$ cat config.mk
export PLATFORM = sky130hd
export DESIGN_NAME = ts_trip_seq
export DESIGN_NICKNAME = d
export VERILOG_FILES = /design/src/rtl/ts_trip_seq.sv
export SDC_FILE = /design/constraint.sdc
export NUM_CORES = 1
export LEC_CHECK = 0
export BUFFER_PORTS_ARGS = -buffer_cell sky130_fd_sc_hd__buf_4
export CORE_ASPECT_RATIO = 1.75
export CORE_MARGIN = 3
export CORE_UTILIZATION = 50
export DETAILED_ROUTE_END_ITERATION = 6
export PLACE_DENSITY = 0.74
export SLEW_MARGIN = 30
export SYNTH_ARGS = -nofsm -noshare
export SYNTH_HDL_FRONTEND = slang
export SYNTH_SLANG_ARGS = --single-unit
$ cat constraint.sdc
create_clock -name clk -period 2.29 [get_ports clk]
set_input_delay 0.458 -clock clk [delete_from_list [all_inputs] [get_ports clk]]
set_output_delay 0.458 -clock clk [all_outputs]
set_load 0.05 [all_outputs]
$ cat src/rtl/ts_trip_seq.sv
// ts_trip_seq: latches per-channel servo trips and re-arms them one slot at a time after a clear.
// Define TS_TRIP_CNT_EN to add the saturating trip_cnt output.
module ts_trip_seq #(
  parameter int N_CH    = 10,
  parameter int HOLD    = 1_000_000,
  parameter int STAGGER = 100_000
) (
  input  logic            clk,
  input  logic            rst,
  input  logic [N_CH-1:0] ts_on_in,
  input  logic [N_CH-1:0] fault,
  input  logic            clr,
  output logic [N_CH-1:0] ts_on_out,
  output logic [N_CH-1:0] tripped,
`ifdef TS_TRIP_CNT_EN
  output logic [15:0]     trip_cnt,
`endif
  output logic            busy
);
  typedef enum logic [1:0] {S_IDLE, S_HOLD, S_STAG} state_t;
  state_t state_q, state_d;
  logic [31:0] cnt_q, cnt_d, idx_q, idx_d;
  logic [N_CH-1:0] trip_q, trip_d, on_q, rel;
  always_comb begin
    state_d = state_q;
    cnt_d = cnt_q;
    idx_d = idx_q;
    rel = '0;
    case (state_q)
      S_IDLE: if (clr && |trip_q) begin
        state_d = S_HOLD;
        cnt_d = '0;
      end
      S_HOLD: if (cnt_q == 32'(HOLD - 1)) begin
        state_d = S_STAG;
        cnt_d = '0;
        idx_d = '0;
      end else cnt_d = cnt_q + 32'd1;
      S_STAG: begin
        rel = (cnt_q == '0) ? N_CH'(1) << idx_q : '0;
        if (cnt_q == 32'(STAGGER - 1)) begin
          cnt_d = '0;
          state_d = (idx_q == 32'(N_CH - 1)) ? S_IDLE : S_STAG;
          idx_d = (idx_q == 32'(N_CH - 1)) ? '0 : idx_q + 32'd1;
        end else cnt_d = cnt_q + 32'd1;
      end
      default: state_d = S_IDLE;
    endcase
    // an active fault overrides a release landing in the same cycle
    trip_d = (trip_q & ~rel) | fault;
  end
  always_ff @(posedge clk) begin
    if (rst) begin
      state_q <= S_IDLE;
      cnt_q <= '0;
      idx_q <= '0;
      trip_q <= '0;
      on_q <= '0;
    end else begin
      state_q <= state_d;
      cnt_q <= cnt_d;
      idx_q <= idx_d;
      trip_q <= trip_d;
      on_q <= ts_on_in & ~fault & ~trip_q;
    end
  end
`ifdef TS_TRIP_CNT_EN
  logic [15:0] tc_q;
  always_ff @(posedge clk) begin
    if (rst) tc_q <= '0;
    else if (|(trip_d & ~trip_q) && tc_q != 16'hFFFF) tc_q <= tc_q + 16'd1;
  end
  assign trip_cnt = tc_q;
`endif
  assign ts_on_out = on_q;
  assign tripped = trip_q;
  assign busy = state_q != S_IDLE;
endmodule
==> results_dict.tcl <==
set metrics [dict create \
    status "complete, but fails checks" \
    violations "negative setup slack" \
    via_count 4543 \
    final_cell_mix "buf_4 (123), dfxtp_1 (79), nor2_1 (40)" \
    clk_pin_slew_worst_paths_ps 60 \
    yosysSeqAreaShare_pct 40.1 \
    power_switching_mw 1.67 \
    dr.first_iter.drc_count 291 \
    cts_tree "yes" \
    synth.top_cell.area_share_pct 40.1 \
    syn_to_final_growth_pct 43.2 \
    instances_no_fill 750 \
    power_frac_comb_pct 35.3 \
    synthCells 504 \
    antenna_left 0 \
    insertedDiodeCount 0 \
    start_util_pct 51.6 \
    path_max_fanout 4 \
    drive_gt1_share_pct 34.6 \
    finalClockSkew_ps 6.76 \
    drt-pass1-iter-count 5 \
    synth_edf_count 0 \
    synthesis.nets 536 \
    grt_pass1_vias 4328 \
    switching_share_pct 34.8 \
    yosysWarnings 0 \
    io_pins 44 \
    final_core_util_pct 73.9 \
    fin_ws_ps -117 \
    hold_viol_final 0 \
    die_h_um 129 \
    seqCellArea_um2 1730 \
    cap_viol_max_count 0 \
    final_common_cell "buf_4" \
    track_usage_pct 24.6 \
    multi_input_area_um2 2680 \
    total_power_mw 4.80 \
    finalMaxSlewViolations 0 \
    n_fill_cell 587 \
    cts_buffers 9 \
    top_layer "met4" \
    port_buffers 43 \
    htreeDepth 3 \
    async_reset_ff_share_pct 0 \
    fp.dieW_um 76.0 \
    p_int_mw 3.13 \
    routedWlPerCell_um 18.6 \
    clockBufferDepth 2 \
    m1WireLength_um 4650 \
    cts_root_buffer "clkbuf_16" \
    rows 44 \
    grt_max_degree 31 \
    ir_drop_v 0.000546 \
    cp-start-kind "flip-flop" \
    gp_congestion 0.842 \
    worstMarginPinSlew_ps 651 \
    hpwl_um 8610 \
    routed_via_density 6.06 \
    syn_area_um2 4290 \
    coreArea_um2 8310 \
    drc_errors 0 \
    p_seq_share_pct 34.0 \
    wl_met2_um 8160 \
    insertion_delay_ps 350 \
    ys_ff_latch 86 \
    antenna_found_initial 0 \
    path_class "flip-flop to flip-flop" \
    yosysTopAreaCell "dfxtp_1" \
    period_needed_ps 2410 \
    max_slew_margin_pct 56.5 \
    ys.flop_type "dfxtp_1" \
    drt-total-wl_um 14000 \
    power_density_nw_per_um2 781 \
    die_area_um2 9780 \
    cts.sinks 86 \
    hp-class "input pin to flip-flop" \
    fin_crit_sh_pct 105 \
    end_kind "flip-flop" \
    fmax_mhz 416 \
    wl_met3_um 461 \
    worstPathArrival_ps 2690 \
    place_inst 714 \
    cellLeakagePower_nw 2.40 \
    power_frac_clock_pct 30.6 \
    grt_remaining_overflow 0 \
    finalSetupViolCount 41 \
    grt_setup_unrepaired "yes" \
    avgSynthCellArea_um2 8.52 \
    critPathRequiredTime_ps 2570 \
    grt_pass1_wl_um 19500 \
    synth.top_cells.by_area "dfxtp_1 (40%), a21oi_1 (5.4%), xor2_1 (4.3%)" \
    nets 663 \
    synth_cell_types 50 \
]
[timing repair]
action | CTS | global route
hold buffers | 0 | 0
hold endpoints to repair | 0 | 0
resized for setup | 16 | 69
pin swaps | 8 | 38
cloned | 1 | 4
buffers inserted | 7 | 11
endpoints found under the setup margin | 56 | 71
[layout make-up]
class                   instances  share of cell area, %
repair buffers                139                   19.6
multi-input cells             368                   43.6
clock buffers                   9                   3.66
well taps                     115                   2.34
flip-flops and latches         86                   28.2
clock inverters                 6                   1.02
inverters                      27                   1.65
[cell families after synthesis]
kind of cell,synth area share [%]
and+or+nand+nor,30.0
AOI/OAI and AO/OA,16.3
adders and majority gates,2.62
buffers and inverters,4.72
xor gates and xnor gates,5.51
muxes,0.787
DFF,40.1
[metrics by stage]
stage | instance area [um^2] | TNS [ps] | setup WS [ps] | hold WS [ps]
floorplan | 4300 | 0 | 20.0 | 458
global placement | 5240 | -2740 | -169 | 449
detailed placement | 5250 | -4340 | -224 | 461
CTS | 5720 | -32.0 | -20.4 | 272
global route | 6150 | -5020 | -200 | 273
finish | 6150 | -1460 | -117 | 275
[power by group through the flow]
stage / registers, mW / logic [mW] / clock network, mW
finish: 1.63 / 1.70 / 1.47
global route: 1.64 / 1.79 / 1.52
CTS: 1.63 / 1.37 / 1.47
detailed placement: 1.65 / 1.30 / 0
global placement: 1.65 / 1.27 / 0
floorplan: 1.73 / 0.687 / 0
[sequential cells by signal (all words and copies together) (netlist names)]
| signal | count |
|---|---|
| cnt_q | 32 |
| idx_q | 32 |
| tripped | 10 |
| ts_on_out | 10 |
| state_q | 2 |
[metal layers]
| metal | global-route usage (%) | vias to the layer above |
|---|---|---|
| li1 | - | 2125 |
| met1 | 23.7 | 2215 |
| met2 | 49.1 | 137 |
| met3 | 4.06 | 66 |
| met4 | 13.6 | 0 |
| met5 | 0 | - |
[critical path, cell delays in order (launching register included)]
cell	delay [ps]
dfxtp_2	330
nor4_4	310
buf_4	170
nand4_4	130
a211oi_4	300
buf_4	170
nand4_4	140
bufbuf_16	310
or3_1	330
a21oi_1	130
[final timing paths]
| path | from | end | slack (ps) | depth (start not counted) |
|---|---|---|---|---|
| worst min-delay path | fault[1] | ts_on_out[1] | 270 | 2 |
| worst max register to register | cnt_q[21] | idx_q[13] | -120 | 9 |
| worst max-delay path | cnt_q[21] | idx_q[13] | -120 | 9 |
| worst min register to register | tripped[7] | ts_on_out[7] | 480 | 1 |
[synthesized netlist by cell type, types with 2 or more instances]
library cell	n
a211oi_1	4
a21oi_1	46
and2_1	5
and3_1	9
and4_1	12
buf_2	12
clkbuf_1	11
dfxtp_1	86
ha_1	9
inv_1	26
mux2i_1	2
nand2_1	28
nand3_1	25
nand4_1	26
nand4_2	3
nor2_1	40
nor3_1	9
nor4_1	12
nor4b_1	11
o21ai_0	24
o21ai_1	6
o21ba_1	3
o311ai_1	2
o31a_1	2
o31ai_1	12
or3_1	18
or4_1	13
xnor2_1	6
xor2_1	21
Power figures use the tool's default switching activity.
